File: config.mk
export PLATFORM = sky130hd
export DESIGN_NAME = fxp_alu_scheduler_flat
export DESIGN_NICKNAME = d
export VERILOG_FILES = /design/src/rtl/fxp_alu_scheduler_if.sv /design/src/rtl/fxp_alu_scheduler.sv /design/src/flat_wrapper.sv
export SDC_FILE = /design/constraint.sdc
export NUM_CORES = 1
export LEC_CHECK = 0
export BUFFER_PORTS_ARGS = -buffer_cell sky130_fd_sc_hd__buf_4
export CORE_MARGIN = 8
export CORE_UTILIZATION = 40
export CTS_CLUSTER_SIZE = 12
export DETAILED_ROUTE_END_ITERATION = 8
export PLACE_DENSITY_LB_ADDON = 0.15
export SLEW_MARGIN = 0
export SYNTH_ARGS = -nofsm -noshare
export SYNTH_HDL_FRONTEND = slang
export SYNTH_SLANG_ARGS = --single-unit
File: constraint.sdc
create_clock -name i_clk -period 2.55 [get_ports i_clk]
set_clock_uncertainty 0.05 [all_clocks]
set_input_delay 0.3825 -clock i_clk [delete_from_list [all_inputs] [get_ports i_clk]]
set_output_delay 0.3825 -clock i_clk [all_outputs]
set_load 0.01 [all_outputs]
File: src/rtl/fxp_alu_scheduler_if.sv
// Request, response and shared-ALU signals of the two-requester fixed-point ALU scheduler.
// The scheduler connects through the slave modport; requesters and the ALU use master.
interface fxp_alu_scheduler_if #(
  parameter int N = 32
);
  logic         req0_valid;
  logic         req0_ready;
  logic [N-1:0] req0_a;
  logic [N-1:0] req0_b;
  logic [1:0]   req0_op;
  logic         req1_valid;
  logic         req1_ready;
  logic [N-1:0] req1_a;
  logic [N-1:0] req1_b;
  logic [1:0]   req1_op;

  logic         rsp0_valid;
  logic         rsp0_ready;
  logic [N-1:0] rsp0_data;
  logic         rsp0_err;
  logic         rsp1_valid;
  logic         rsp1_ready;
  logic [N-1:0] rsp1_data;
  logic         rsp1_err;

  logic [N-1:0] alu_a;
  logic [N-1:0] alu_b;
  logic [1:0]   alu_op;
  logic         alu_start;
  logic [N-1:0] alu_out;
  logic         busy;

  modport slave (
    input  req0_valid, req0_a, req0_b, req0_op,
    input  req1_valid, req1_a, req1_b, req1_op,
    output req0_ready, req1_ready,
    output rsp0_valid, rsp0_data, rsp0_err,
    output rsp1_valid, rsp1_data, rsp1_err,
    input  rsp0_ready, rsp1_ready,
    output alu_a, alu_b, alu_op, alu_start,
    input  alu_out,
    output busy
  );

  modport master (
    output req0_valid, req0_a, req0_b, req0_op,
    output req1_valid, req1_a, req1_b, req1_op,
    input  req0_ready, req1_ready,
    input  rsp0_valid, rsp0_data, rsp0_err,
    input  rsp1_valid, rsp1_data, rsp1_err,
    output rsp0_ready, rsp1_ready,
    input  alu_a, alu_b, alu_op, alu_start,
    output alu_out,
    input  busy
  );
endinterface

File: src/rtl/fxp_alu_scheduler.sv
// Round-robin arbiter that shares one signed-magnitude fixed-point ALU between two
// requesters, one transaction at a time, with divide wait and divide-by-zero handling.
module fxp_alu_scheduler #(
  parameter int N        = 32,
  parameter int Q        = 12,
  parameter int DIV_WAIT = N + Q + 1
) (
  input  logic i_clk,
  input  logic i_rst,
  fxp_alu_scheduler_if.slave bus
);
  localparam int            CW       = $clog2(DIV_WAIT + 1);
  localparam logic [CW-1:0] CNT_INIT = CW'(DIV_WAIT);
  localparam logic [CW-1:0] CNT_ONE  = CW'(1);
  localparam logic [1:0]    OP_DIV   = 2'b11;

  typedef enum logic [2:0] {
    ST_FLUSH,
    ST_IDLE,
    ST_EXEC,
    ST_DWAIT,
    ST_RESP
  } state_t;

  state_t        state_q, state_d;
  logic [CW-1:0] cnt_q, cnt_d;
  logic          ptr_q, ptr_d;
  logic          id_q, id_d;
  logic [N-1:0]  alu_a_q, alu_a_d;
  logic [N-1:0]  alu_b_q, alu_b_d;
  logic [1:0]    alu_op_q, alu_op_d;
  logic          alu_start_q, alu_start_d;
  logic          rsp_valid_q, rsp_valid_d;
  logic [N-1:0]  rsp_data_q, rsp_data_d;
  logic          rsp_err_q, rsp_err_d;

  logic          idle;
  logic          grant0, grant1;
  logic [N-1:0]  sel_a, sel_b;
  logic [1:0]    sel_op;
  logic          sel_rsp_ready;
  logic          b_zero;

  // When both requesters are valid the pointer breaks the tie.
  assign idle          = (state_q == ST_IDLE);
  assign grant0        = bus.req0_valid && (!bus.req1_valid || !ptr_q);
  assign grant1        = bus.req1_valid && (!bus.req0_valid ||  ptr_q);
  assign sel_a         = grant1 ? bus.req1_a  : bus.req0_a;
  assign sel_b         = grant1 ? bus.req1_b  : bus.req0_b;
  assign sel_op        = grant1 ? bus.req1_op : bus.req0_op;
  assign sel_rsp_ready = id_q ? bus.rsp1_ready : bus.rsp0_ready;
  assign b_zero        = (alu_b_q[N-2:0] == '0);

  assign bus.req0_ready = idle && grant0;
  assign bus.req1_ready = idle && grant1;
  assign bus.rsp0_valid = rsp_valid_q && !id_q;
  assign bus.rsp1_valid = rsp_valid_q &&  id_q;
  assign bus.rsp0_data  = rsp_data_q;
  assign bus.rsp1_data  = rsp_data_q;
  assign bus.rsp0_err   = rsp_err_q;
  assign bus.rsp1_err   = rsp_err_q;
  assign bus.alu_a      = alu_a_q;
  assign bus.alu_b      = alu_b_q;
  assign bus.alu_op     = alu_op_q;
  assign bus.alu_start  = alu_start_q;
  assign bus.busy       = !idle;

  always_comb begin
    state_d     = state_q;
    cnt_d       = cnt_q;
    ptr_d       = ptr_q;
    id_d        = id_q;
    alu_a_d     = alu_a_q;
    alu_b_d     = alu_b_q;
    alu_op_d    = alu_op_q;
    alu_start_d = 1'b0;
    rsp_valid_d = rsp_valid_q;
    rsp_data_d  = rsp_data_q;
    rsp_err_d   = rsp_err_q;

    case (state_q)
      // Drains any divide the ALU may still be running from before reset.
      ST_FLUSH: begin
        if (cnt_q <= CNT_ONE) state_d = ST_IDLE;
        else                  cnt_d   = cnt_q - CNT_ONE;
      end
      ST_IDLE: begin
        if (grant0 || grant1) begin
          id_d        = grant1;
          ptr_d       = !grant1;
          alu_a_d     = sel_a;
          alu_b_d     = sel_b;
          alu_op_d    = sel_op;
          alu_start_d = (sel_op == OP_DIV) && (sel_b[N-2:0] != '0);
          state_d     = ST_EXEC;
        end
      end
      ST_EXEC: begin
        if (alu_op_q != OP_DIV) begin
          rsp_data_d  = bus.alu_out;
          rsp_err_d   = 1'b0;
          rsp_valid_d = 1'b1;
          state_d     = ST_RESP;
        end else if (b_zero) begin
          rsp_data_d  = {alu_a_q[N-1] ^ alu_b_q[N-1], {(N-1){1'b1}}};
          rsp_err_d   = 1'b1;
          rsp_valid_d = 1'b1;
          state_d     = ST_RESP;
        end else begin
          cnt_d   = CNT_INIT;
          state_d = ST_DWAIT;
        end
      end
      ST_DWAIT: begin
        if (cnt_q <= CNT_ONE) begin
          rsp_data_d  = bus.alu_out;
          rsp_err_d   = 1'b0;
          rsp_valid_d = 1'b1;
          state_d     = ST_RESP;
        end else begin
          cnt_d = cnt_q - CNT_ONE;
        end
      end
      ST_RESP: begin
        if (sel_rsp_ready) begin
          rsp_valid_d = 1'b0;
          state_d     = ST_IDLE;
        end
      end
      default: state_d = ST_FLUSH;
    endcase
  end

  always_ff @(posedge i_clk) begin
    if (i_rst) begin
      state_q     <= ST_FLUSH;
      cnt_q       <= CNT_INIT;
      ptr_q       <= 1'b0;
      id_q        <= 1'b0;
      alu_a_q     <= '0;
      alu_b_q     <= '0;
      alu_op_q    <= '0;
      alu_start_q <= 1'b0;
      rsp_valid_q <= 1'b0;
      rsp_data_q  <= '0;
      rsp_err_q   <= 1'b0;
    end else begin
      state_q     <= state_d;
      cnt_q       <= cnt_d;
      ptr_q       <= ptr_d;
      id_q        <= id_d;
      alu_a_q     <= alu_a_d;
      alu_b_q     <= alu_b_d;
      alu_op_q    <= alu_op_d;
      alu_start_q <= alu_start_d;
      rsp_valid_q <= rsp_valid_d;
      rsp_data_q  <= rsp_data_d;
      rsp_err_q   <= rsp_err_d;
    end
  end
endmodule

File: src/flat_wrapper.sv
// flat-port wrapper written by rule: the top's interface ports become plain ports
module fxp_alu_scheduler_flat 
#(
  parameter int N        = 32,
  parameter int Q        = 12,
  parameter int DIV_WAIT = N + Q + 1
)
  (i_clk, i_rst, bus_req0_valid, bus_req0_a, bus_req0_b, bus_req0_op, bus_req1_valid, bus_req1_a, bus_req1_b, bus_req1_op, bus_req0_ready, bus_req1_ready, bus_rsp0_valid, bus_rsp0_data, bus_rsp0_err, bus_rsp1_valid, bus_rsp1_data, bus_rsp1_err, bus_rsp0_ready, bus_rsp1_ready, bus_alu_a, bus_alu_b, bus_alu_op, bus_alu_start, bus_alu_out, bus_busy);
  fxp_alu_scheduler_if #(.N(N)) bus_i ();
  input  logic i_clk;
  input  logic i_rst;
  input wire logic [$bits(bus_i.req0_valid)-1:0] bus_req0_valid;
  input wire logic [$bits(bus_i.req0_a)-1:0] bus_req0_a;
  input wire logic [$bits(bus_i.req0_b)-1:0] bus_req0_b;
  input wire logic [$bits(bus_i.req0_op)-1:0] bus_req0_op;
  input wire logic [$bits(bus_i.req1_valid)-1:0] bus_req1_valid;
  input wire logic [$bits(bus_i.req1_a)-1:0] bus_req1_a;
  input wire logic [$bits(bus_i.req1_b)-1:0] bus_req1_b;
  input wire logic [$bits(bus_i.req1_op)-1:0] bus_req1_op;
  output wire logic [$bits(bus_i.req0_ready)-1:0] bus_req0_ready;
  output wire logic [$bits(bus_i.req1_ready)-1:0] bus_req1_ready;
  output wire logic [$bits(bus_i.rsp0_valid)-1:0] bus_rsp0_valid;
  output wire logic [$bits(bus_i.rsp0_data)-1:0] bus_rsp0_data;
  output wire logic [$bits(bus_i.rsp0_err)-1:0] bus_rsp0_err;
  output wire logic [$bits(bus_i.rsp1_valid)-1:0] bus_rsp1_valid;
  output wire logic [$bits(bus_i.rsp1_data)-1:0] bus_rsp1_data;
  output wire logic [$bits(bus_i.rsp1_err)-1:0] bus_rsp1_err;
  input wire logic [$bits(bus_i.rsp0_ready)-1:0] bus_rsp0_ready;
  input wire logic [$bits(bus_i.rsp1_ready)-1:0] bus_rsp1_ready;
  output wire logic [$bits(bus_i.alu_a)-1:0] bus_alu_a;
  output wire logic [$bits(bus_i.alu_b)-1:0] bus_alu_b;
  output wire logic [$bits(bus_i.alu_op)-1:0] bus_alu_op;
  output wire logic [$bits(bus_i.alu_start)-1:0] bus_alu_start;
  input wire logic [$bits(bus_i.alu_out)-1:0] bus_alu_out;
  output wire logic [$bits(bus_i.busy)-1:0] bus_busy;
  assign bus_i.req0_valid = bus_req0_valid;
  assign bus_i.req0_a = bus_req0_a;
  assign bus_i.req0_b = bus_req0_b;
  assign bus_i.req0_op = bus_req0_op;
  assign bus_i.req1_valid = bus_req1_valid;
  assign bus_i.req1_a = bus_req1_a;
  assign bus_i.req1_b = bus_req1_b;
  assign bus_i.req1_op = bus_req1_op;
  assign bus_req0_ready = bus_i.req0_ready;
  assign bus_req1_ready = bus_i.req1_ready;
  assign bus_rsp0_valid = bus_i.rsp0_valid;
  assign bus_rsp0_data = bus_i.rsp0_data;
  assign bus_rsp0_err = bus_i.rsp0_err;
  assign bus_rsp1_valid = bus_i.rsp1_valid;
  assign bus_rsp1_data = bus_i.rsp1_data;
  assign bus_rsp1_err = bus_i.rsp1_err;
  assign bus_i.rsp0_ready = bus_rsp0_ready;
  assign bus_i.rsp1_ready = bus_rsp1_ready;
  assign bus_alu_a = bus_i.alu_a;
  assign bus_alu_b = bus_i.alu_b;
  assign bus_alu_op = bus_i.alu_op;
  assign bus_alu_start = bus_i.alu_start;
  assign bus_i.alu_out = bus_alu_out;
  assign bus_busy = bus_i.busy;
  fxp_alu_scheduler #(.N(N), .Q(Q), .DIV_WAIT(DIV_WAIT)) u_core (.i_clk(i_clk), .i_rst(i_rst), .bus(bus_i));
endmodule
==> results.ini <==
[cts]
cts_sinks = 112
cts_resized = 0
ctsHtreeMaxLevel = 3
post_cts_buffers = 0
cts_hold_buf = 0
cts.path.max_buffers = 2
cts_buffers = 9
tritoncts = yes
cts-root-buf = clkbuf_16
clock_latency_ns = 0.34
clkSlewWorstSetupHoldPaths_ns = 0.07

[synth]
synthAdderAreaFrac = 0.00493
synth_top_family_by_area = compound AO/OA/AOI/OAI gates
yosys.area_share.simple = 0.139
ys_ff_latch = 112
synthCells = 537
synth_compound_area_frac = 0.230
syn_area_per_cell_um2 = 9.46
yosys-top-cells-area = dfxtp_1 (44%), mux2i_1 (8.3%), o221a_2 (6.4%)
netlist_top_cells_count = dfxtp_1 (112), nor2_1 (46), mux2i_1 (42)
yosysTopAreaCellShare = 0.441
synth_mux_area_frac = 0.0828
synth_top_area_cell = dfxtp_1
yosys_warnings = 0
synth.yosys.seq_area_share = 0.441
ys.flop_type = dfxtp_1
synth_xor_area_frac = 0.00345
synthArstFlopShare = 0
synth.most_common_cell = dfxtp_1
syn_area_um2 = 5080
synth_enable_flop_cells = 0
synth_cell_types = 46
syn_nets = 709

[global_route]
grt_max_degree = 71
antenna_found_initial = 0
first_global_vias = 5263
grtUsageTotal = 0.208
grt_remaining_overflow = 0
grt_pass1_wl_um = 27300

[cells_and_area]
finalNonFillerCells = 965
antennaDiodeCount = 0
syn2layout_area_growth_pct = 48.2
nets = 960
post-route-util = 0.601
drive_gt1_frac = 0.469

[sta]
fin_ws_ns = 0.288
setup_violations = 0
relSlewSlack = 0.166
layout_min_cycle_time_ns = 2.26
rsz0062_at_grt = false
hold_viol = 0
tns_ns = 0
hold_slack_ns = 0.248
tightest_slew_ns = 1.25
fmax_mhz = 442
slew_viol_final = 0
fin_crit_sh = 0.887

[power]
peakVddDrop_v = 0.000268
clkPwrFrac = 0.386
swShare = 0.228
combPwrFrac = 0.104
seqPwrFrac = 0.511
p_per_area_nw_per_um2 = 458
internal_power_mw = 2.66
p_leak_nw = 3.41
switchingPower_uw = 786

[drt]
firstDrtPassIters = 5
drtAntennaViolNets = 0
drt_iter0_drc = 200
dr_total_vias = 5081
wl_per_cell_um = 18.7
drc = 0
wirelength_um = 18100
routed_via_density = 5.27

[placed_design]
dp.cells = 949
port_buffers = 307
pre_cts_slack_ns = 0.441
gp_congestion = 0.888
dp_hpwl_um = 14700

[worst_setup_path]
crit_path_end_kind = primary output
reg2reg_slack_ns = 0.41
critPathKind = flip-flop to primary output
worst_ep_arrival_time_ns = 1.83
cp.required_ns = 2.12
cp-start-kind = flip-flop
critPathMaxFanout = 13

[floorplan]
io_pins = 308
dieHeight_um = 129
initial_core_util = 0.406
dieArea_um2 = 16600
die_width_um = 129
core_area_um2 = 12500
rows = 41

[run]
max_cap_viol_count = 0

[status]
status = complete, no violations

[min_path]
holdCritPathClass = primary input to flip-flop

stage by stage:
stage	cell area (um^2)	total power [mW]
finish	7530	3.45
global route	7530	3.59
CTS	7530	3.49
detailed placement	7250	2.16
global placement	7250	2.15
floorplan	5080	1.91
registers in the layout (all words and copies together), names as in the netlist:
| signal | cells |
|---|---|
| u_core.bus.alu_b | 32 |
| u_core.cnt_q | 6 |
| u_core.id_q | 1 |
| u_core.rsp_valid_q | 1 |
| u_core.state_q | 3 |
| u_core.bus.rsp0_err | 1 |
| u_core.ptr_q | 1 |
| u_core.bus.alu_op | 2 |
| u_core.bus.alu_a | 32 |
| u_core.bus.rsp0_data | 32 |
| u_core.bus.alu_start | 1 |
final cells by class:
class,count,area (um^2)
Multi-Input combinational cell,340,2360
Clock inverter,6,43.8
Tap cell,172,215
Inverter,9,33.8
Timing Repair Buffer,316,2400
Fill cell,1165,4990
Clock buffer,10,239
Sequential cell,112,2240
cell families after synthesis:
| kind of cell | after synthesis |
|---|---|
| AOI/OAI and AO/OA | 150 |
| and+or+nand+nor | 144 |
| DFF | 112 |
| buffers and inverters | 85 |
| muxes | 42 |
| xor gates and xnor gates | 2 |
| adders and majority gates | 2 |
cell usage in the layout (no fill, tap or decap), types with 3 or more instances in the layout:
cell and instances:
nor2_1 45, a211oi_1 40, inv_1 8, o21ai_0 3, nor4_1 22, a22oi_1 26
o221a_2 29, nand4_1 7, buf_4 314, mux2i_1 42, nand3_1 3, dfxtp_1 112
nor3_1 13, a21oi_1 33, clkbuf_16 9, nand2_1 35
layer usage:
| layer | part of all wire | up-vias | global-route usage |
|---|---|---|---|
| met5 | 0 | - | 0 |
| met4 | 0.026 | 0 | 0.0850 |
| met3 | 0.11 | 31 | 0.0782 |
| met2 | 0.48 | 246 | 0.350 |
| met1 | 0.38 | 2321 | 0.231 |
| li1 | - | 2483 | - |
critical path: stages (launching register included):
cell and delay [ns]:
dfxtp_1 0.60, nor3b_4 0.34, inv_1 0.12, nor2_2 0.25
buf_4 0.18
path summary, 6_finish.rpt:
check / startpoint / end / cells past startpoint
max: u_core.state_q[0]$_SDFFE_PP0P_ / bus_req1_ready / 4
min: bus_alu_out[20] / u_core.bus.rsp0_data[20]$_SDFFE_PP0P_ / 2
max reg2reg: u_core.cnt_q[0]$_SDFFE_PP1P_ / u_core.bus.rsp0_data[18]$_SDFFE_PP0P_ / 6
min reg2reg: u_core.bus.alu_a[15]$_SDFFE_PP0N_ / u_core.bus.alu_a[15]$_SDFFE_PP0N_ / 2
power groups by stage:
stage	sequential, mW	combinational (mW)	clock, mW
floorplan	1.80	0.109	0
detailed placement	1.80	0.358	0
finish	1.76	0.357	1.33
global route	1.76	0.381	1.44
CTS	1.76	0.359	1.37
global placement	1.80	0.351	0
Power figures use the tool's default switching activity.
